[config.mk]
export PLATFORM = sky130hd
export DESIGN_NAME = sdcard_block_reader
export DESIGN_NICKNAME = d
export VERILOG_FILES = /design/src/rtl/sdcard_block_reader.sv
export SDC_FILE = /design/constraint.sdc
export NUM_CORES = 1
export LEC_CHECK = 0
export ABC_AREA = 1
export BUFFER_PORTS_ARGS = -buffer_cell sky130_fd_sc_hd__buf_2
export CAP_MARGIN = 10
export CORE_ASPECT_RATIO = 1.1
export CORE_MARGIN = 5
export CORE_UTILIZATION = 30
export CTS_BUF_LIST = sky130_fd_sc_hd__clkbuf_2
export DETAILED_ROUTE_END_ITERATION = 12
export MAX_ROUTING_LAYER = met4
export SKIP_CTS_REPAIR_TIMING = 1
export SLEW_MARGIN = 15
export SYNTH_ARGS = -nofsm -noshare
export SYNTH_HDL_FRONTEND = slang
export SYNTH_SLANG_ARGS = --single-unit
[constraint.sdc]
create_clock -name clk -period 2.9 [get_ports clk]
set_clock_uncertainty 0.1 [all_clocks]
set_input_delay 0.145 -clock clk [delete_from_list [all_inputs] [get_ports clk]]
set_output_delay 0.145 -clock clk [all_outputs]
set_load 0.01 [all_outputs]
[src/rtl/sdcard_block_reader.sv]
// SPI-mode SD card single-block read engine.
// Once the command layer has issued CMD17, this block clocks the card and hunts
// for the 0xFE start token. It then shifts in 512 data bytes and the CRC16.
// Each data byte leaves as a one-cycle strobe with its byte address.
module sdcard_block_reader #(
  parameter int CLKDIV        = 2,
  parameter int TOKEN_TIMEOUT = 4096
) (
  input  logic       clk,
  input  logic       reset_,
  input  logic       start,
  input  logic       abort,
  output logic       sd_sclk,
  output logic       sd_mosi,
  input  logic       sd_miso,
  output logic [7:0] dma_data,
  output logic [8:0] dma_addr,
  output logic       dma_strobe,
  output logic       busy,
  output logic       done,
  output logic       crc_error,
  output logic       token_error,
  output logic       timeout_error
);

  typedef enum logic [2:0] {
    S_IDLE,
    S_WAIT_TOKEN,
    S_DATA,
    S_CRC_HI,
    S_CRC_LO,
    S_DONE
  } state_t;

  localparam int               DIV_W    = (CLKDIV > 1) ? $clog2(CLKDIV) : 1;
  localparam logic [DIV_W-1:0] DIV_LAST = DIV_W'(CLKDIV - 1);
  localparam logic [15:0]      TMO_LAST = 16'(TOKEN_TIMEOUT - 1);

  // CRC16-CCITT (poly 0x1021), one byte MSB-first
  function automatic logic [15:0] crc16_byte(input logic [15:0] crc, input logic [7:0] b);
    logic [15:0] c;
    c = crc;
    for (int i = 7; i >= 0; i--) begin
      if (c[15] ^ b[i]) c = {c[14:0], 1'b0} ^ 16'h1021;
      else              c = {c[14:0], 1'b0};
    end
    return c;
  endfunction

  state_t           state_q, state_d;
  logic [DIV_W-1:0] div_q, div_d;
  logic             sclk_q, sclk_d;
  logic [2:0]       bit_q, bit_d;
  logic [6:0]       shift_q, shift_d;
  logic [7:0]       data_q, data_d;
  logic [8:0]       addr_q, addr_d;
  logic             strobe_q, strobe_d;
  logic [8:0]       idx_q, idx_d;
  logic [15:0]      crc_q, crc_d;
  logic [7:0]       crc_hi_q, crc_hi_d;
  logic [15:0]      tmo_q, tmo_d;
  logic             crc_err_q, crc_err_d;
  logic             tok_err_q, tok_err_d;
  logic             tmo_err_q, tmo_err_d;

  logic       running;
  logic       tick;
  logic       rise;
  logic       byte_fire;
  logic [7:0] rx_byte;

  // The bit engine only runs while a transfer is in progress; a byte completes
  // on the 8th sclk rising edge, taking the current miso bit as its LSB.
  assign running   = (state_q == S_WAIT_TOKEN) || (state_q == S_DATA) ||
                     (state_q == S_CRC_HI)     || (state_q == S_CRC_LO);
  assign tick      = running && (div_q == DIV_LAST);
  assign rise      = tick && !sclk_q;
  assign byte_fire = rise && (bit_q == 3'd7);
  assign rx_byte   = {shift_q, sd_miso};

  // State register and all datapath/status registers
  always_ff @(posedge clk or negedge reset_) begin
    if (!reset_) begin
      state_q   <= S_IDLE;
      div_q     <= '0;
      sclk_q    <= 1'b0;
      bit_q     <= '0;
      shift_q   <= '0;
      data_q    <= '0;
      addr_q    <= '0;
      strobe_q  <= 1'b0;
      idx_q     <= '0;
      crc_q     <= '0;
      crc_hi_q  <= '0;
      tmo_q     <= '0;
      crc_err_q <= 1'b0;
      tok_err_q <= 1'b0;
      tmo_err_q <= 1'b0;
    end else begin
      state_q   <= state_d;
      div_q     <= div_d;
      sclk_q    <= sclk_d;
      bit_q     <= bit_d;
      shift_q   <= shift_d;
      data_q    <= data_d;
      addr_q    <= addr_d;
      strobe_q  <= strobe_d;
      idx_q     <= idx_d;
      crc_q     <= crc_d;
      crc_hi_q  <= crc_hi_d;
      tmo_q     <= tmo_d;
      crc_err_q <= crc_err_d;
      tok_err_q <= tok_err_d;
      tmo_err_q <= tmo_err_d;
    end
  end

  // Next-state: sclk divider, byte assembly, and the read sequence
  always_comb begin
    state_d   = state_q;
    div_d     = div_q;
    sclk_d    = sclk_q;
    bit_d     = bit_q;
    shift_d   = shift_q;
    data_d    = data_q;
    addr_d    = addr_q;
    strobe_d  = 1'b0;
    idx_d     = idx_q;
    crc_d     = crc_q;
    crc_hi_d  = crc_hi_q;
    tmo_d     = tmo_q;
    crc_err_d = crc_err_q;
    tok_err_d = tok_err_q;
    tmo_err_d = tmo_err_q;

    if (running) begin
      if (tick) begin
        div_d  = '0;
        sclk_d = ~sclk_q;
      end else begin
        div_d = div_q + DIV_W'(1);
      end
      if (rise) begin
        shift_d = rx_byte[6:0];
        bit_d   = bit_q + 3'd1;
      end
    end

    case (state_q)
      S_IDLE: begin
        if (start) begin
          state_d   = S_WAIT_TOKEN;
          crc_err_d = 1'b0;
          tok_err_d = 1'b0;
          tmo_err_d = 1'b0;
          tmo_d     = '0;
          idx_d     = '0;
        end
      end
      S_WAIT_TOKEN: begin
        if (byte_fire) begin
          if (rx_byte == 8'hFE) begin
            state_d = S_DATA;
            idx_d   = '0;
            crc_d   = '0;
          end else if (rx_byte == 8'hFF) begin
            tmo_d = tmo_q + 16'd1;
            if (tmo_q == TMO_LAST) begin
              tmo_err_d = 1'b1;
              state_d   = S_DONE;
            end
          end else begin
            tok_err_d = 1'b1;
            state_d   = S_DONE;
          end
        end
      end
      S_DATA: begin
        if (byte_fire) begin
          data_d   = rx_byte;
          addr_d   = idx_q;
          strobe_d = 1'b1;
          crc_d    = crc16_byte(crc_q, rx_byte);
          idx_d    = idx_q + 9'd1;
          if (idx_q == 9'd511) state_d = S_CRC_HI;
        end
      end
      S_CRC_HI: begin
        if (byte_fire) begin
          crc_hi_d = rx_byte;
          state_d  = S_CRC_LO;
        end
      end
      S_CRC_LO: begin
        if (byte_fire) begin
          crc_err_d = ({crc_hi_q, rx_byte} != crc_q);
          state_d   = S_DONE;
        end
      end
      S_DONE: begin
        state_d = S_IDLE;
      end
      default: begin
        state_d = S_IDLE;
      end
    endcase

    // Abort overrides everything: no done, no strobe, flags untouched
    if (abort) begin
      state_d   = S_IDLE;
      strobe_d  = 1'b0;
      data_d    = data_q;
      addr_d    = addr_q;
      crc_err_d = crc_err_q;
      tok_err_d = tok_err_q;
      tmo_err_d = tmo_err_q;
    end

    // Park sclk low whenever the transfer ends or is cancelled
    if ((state_d == S_IDLE) || (state_d == S_DONE)) begin
      sclk_d = 1'b0;
      div_d  = '0;
      bit_d  = '0;
    end
  end

  assign sd_sclk       = sclk_q;
  assign sd_mosi       = 1'b1;
  assign dma_data      = data_q;
  assign dma_addr      = addr_q;
  assign dma_strobe    = strobe_q;
  assign busy          = (state_q != S_IDLE);
  assign done          = (state_q == S_DONE);
  assign crc_error     = crc_err_q;
  assign token_error   = tok_err_q;
  assign timeout_error = tmo_err_q;

endmodule

==> impl_metrics.toml <==
[route]
routedWlPerCell_microns = 13.3
drt-initial-drc-count = 142
drcViolationCount = 0
wl_mm = 9.88
viasPerCell = 4.60
vias = 3408
ant_nets = 0
dr.pass1.iters = 4

[final_layout]
seq_area_sq_um = 2130
multi_input_area_sq_um = 1980
final_util_pct = 33.7
nNetsFinal = 554
syn_to_final_growth_pct = 9.83
drive_gt1_share_pct = 15.1
fillers = 1513

[timing]
relSlewSlack_pct = 56.3
fmax_mhz = 418
tns_ns = 0
finalHoldViolCount = 0
rsz0062_at_grt = "no"
drv_slew = 0
hold_slack_ns = 0.0397
fin_crit_ns = 2.39
finalCritPeriodShare_pct = 82.5
finalSetupViolCount = 0
worstMarginPinSlew_ns = 0.654

[placement]
hpwl_mm = 7.48
gp_congestion = 0.880
io_buffers = 28

[pwr]
swShare_pct = 33.1
total_power_w = 0.00227
cellLeakagePower_nw = 2.18
p_sw_w = 0.000750
seq_power_share_pct = 58.1
power_density_nw_per_um2 = 465
pwr-share-clk_pct = 23.2
internal-power_w = 0.00152
ir_drop_uv = 167
pwr-share-comb_pct = 18.7

[yosys]
synth.area.top_cells = "dfrtp_1, nand2_1, inv_1, o21ai_0, xnor2_1"
ys_seq_area_share_pct = 47.9
yosysTopAreaCellShare_pct = 47.9
ys.flop_type = "dfrtp_1"
syn-num-nets = 521
synthesis.area_sq_um = 4440
async_flop_share_pct = 100
ys_warn_count = 0
synthCells = 511
synth_area_leader_cell = "dfrtp_1"
synth_most_common_cell = "nand2_1"
ys_types = 42
ys_seq_elements = 85
synthTopCellsByCount = "nand2_1, dfrtp_1, inv_1"
avgSynthCellArea_sq_um = 8.70
synth_edf_count = 0

[clock_tree]
cts.sinks = 85
h-tree-depth = 3
insertion_delay_ns = 0.55
cts_buffers = 9
cts_buffer_depth = 2
clk_pin_slew_ns = 0.25
clock-root-buffer = "clkbuf_2"
cts_tree = "yes"

[floorplan]
die_width_microns = 126
core-area_sq_um = 14500
die-area_sq_um = 17400
die_h_microns = 138
io_pins = 30
row_count = 46
start_util_pct = 30.6

[grt]
grt_overflow = 0
grt_pass1_wl_mm = 16.8
grt_antenna_before_repair = 1
grt_use_total_pct = 12.4
grt_max_degree = 49
grt_pass1_vias = 3430

[critical_path]
reg2reg_to = "dma_addr[4]"
cp_data_required_time_ns = 3.23
crit_path_start_kind = "flop"
worstSetupEndpoint = "dma_addr[4]"
cp.arrival_ns = 2.73
ff2ff_path_depth = 10
rr_startpoint = "state_q[1]"
worst_setup_path_end_kind = "flop"
regToRegSetupSlack_ns = 0.51
cp_max_fo = 34
path_class = "flop to flop"
setup.worst_path.start = "state_q[1]"

[job]
drv_cap = 0

[outcome]
status = "completed"

[hold_path]
hold_class = "primary input to asynchronous set/reset pin"
## per-stage QoR
step                setup slack, ns  cell area, sq um  cells
floorplan                      1.05              4440    511
global placement              0.585              4760    722
detailed placement            0.485              4760    722
CTS                           0.489              4850    737
global route                  0.247              4880    741
finish                        0.507              4880    741
## cell usage in the layout, fill, tap and decap left out, types with 6 or more instances in the layout
cell	count
nand2_1	96
dfrtp_1	85
inv_1	62
o21ai_0	42
nor2_1	40
buf_2	27
xnor2_1	24
nand3_1	20
xor2_1	18
o21ai_2	17
a21oi_1	14
nor3_1	12
clkbuf_2	10
o21ai_1	8
o22ai_1	8
o31ai_1	6
## power by group through the flow
| stage | registers (W) | clock network [W] | logic, W |
|---|---|---|---|
| CTS | 0.00132 | 0.000559 | 0.000431 |
| global route | 0.00133 | 0.000602 | 0.000485 |
| detailed placement | 0.00134 | 0 | 0.000427 |
| global placement | 0.00134 | 0 | 0.000425 |
| finish | 0.00132 | 0.000526 | 0.000425 |
| floorplan | 0.00133 | 0 | 0.000301 |
## cell families (layout without fill, tap and decap cells)
group	count (synthesis)	in the layout	synth area share, %
xor gates and xnor gates	42	42	8.28
other	1	2	0.0844
buffers and inverters	78	115	7.63
adders and majority gates	5	5	1.41
muxes	2	2	0.450
AOI/OAI and AO/OA	101	101	13.8
DFF	85	85	47.9
and+or+nand+nor	197	197	20.5
## routing by layer
layer / global-route usage, % / wire length, microns / vias up
li1: - / - / 1721
met1: 14.9 / 4540 / 1619
met2: 21.1 / 4960 / 59
met3: 2.44 / 244 / 9
met4: 3.87 / 139 / 0
met5: - / 0 / -
## how the worst min path moves through the flow
stage	startpoint	to	slack, ns	depth (start not counted)
6_report	reset_	crc_q[13]	0.04	2
3_3_place_gp	reset_	dma_data[6]	0.12	1
5_1_grt	reset_	crc_q[13]	0.04	2
3_5_place_dp	reset_	dma_data[6]	0.13	1
2_1_floorplan	reset_	bit_q[0]	-0.25	0
4_1_cts	reset_	dma_addr[3]	-0.53	1
## worst max-delay path, stage by stage, from the launching register on
cell and delay (ns):
dfrtp_1 0.51, nor2_2 0.20, nand2_1 0.10, nand2_2 0.14, nand4_4 0.26, nor2_4 0.22
inv_2 0.16, nor2_4 0.13, inv_2 0.25, nand2_1 0.16, o21ai_2 0.07
## registers in the layout (all words and copies together), names as in the netlist, 3 cells and up
| name | flops |
|---|---|
| crc_q | 16 |
| tmo_q | 16 |
| dma_addr | 9 |
| idx_q | 9 |
| crc_hi_q | 8 |
| dma_data | 8 |
| shift_q | 7 |
| bit_q | 3 |
| state_q | 3 |
## final cells by class
cell class	instances	share of cell area, %
Sequential cell	85	43.6
Multi-Input combinational cell	348	40.5
Inverter	66	5.13
Tap cell	192	4.92
Timing Repair Buffer	34	4.00
Clock buffer	10	1.03
Clock inverter	5	0.769
Antenna cell	1	0.0513
Power figures use the tool's default switching activity.
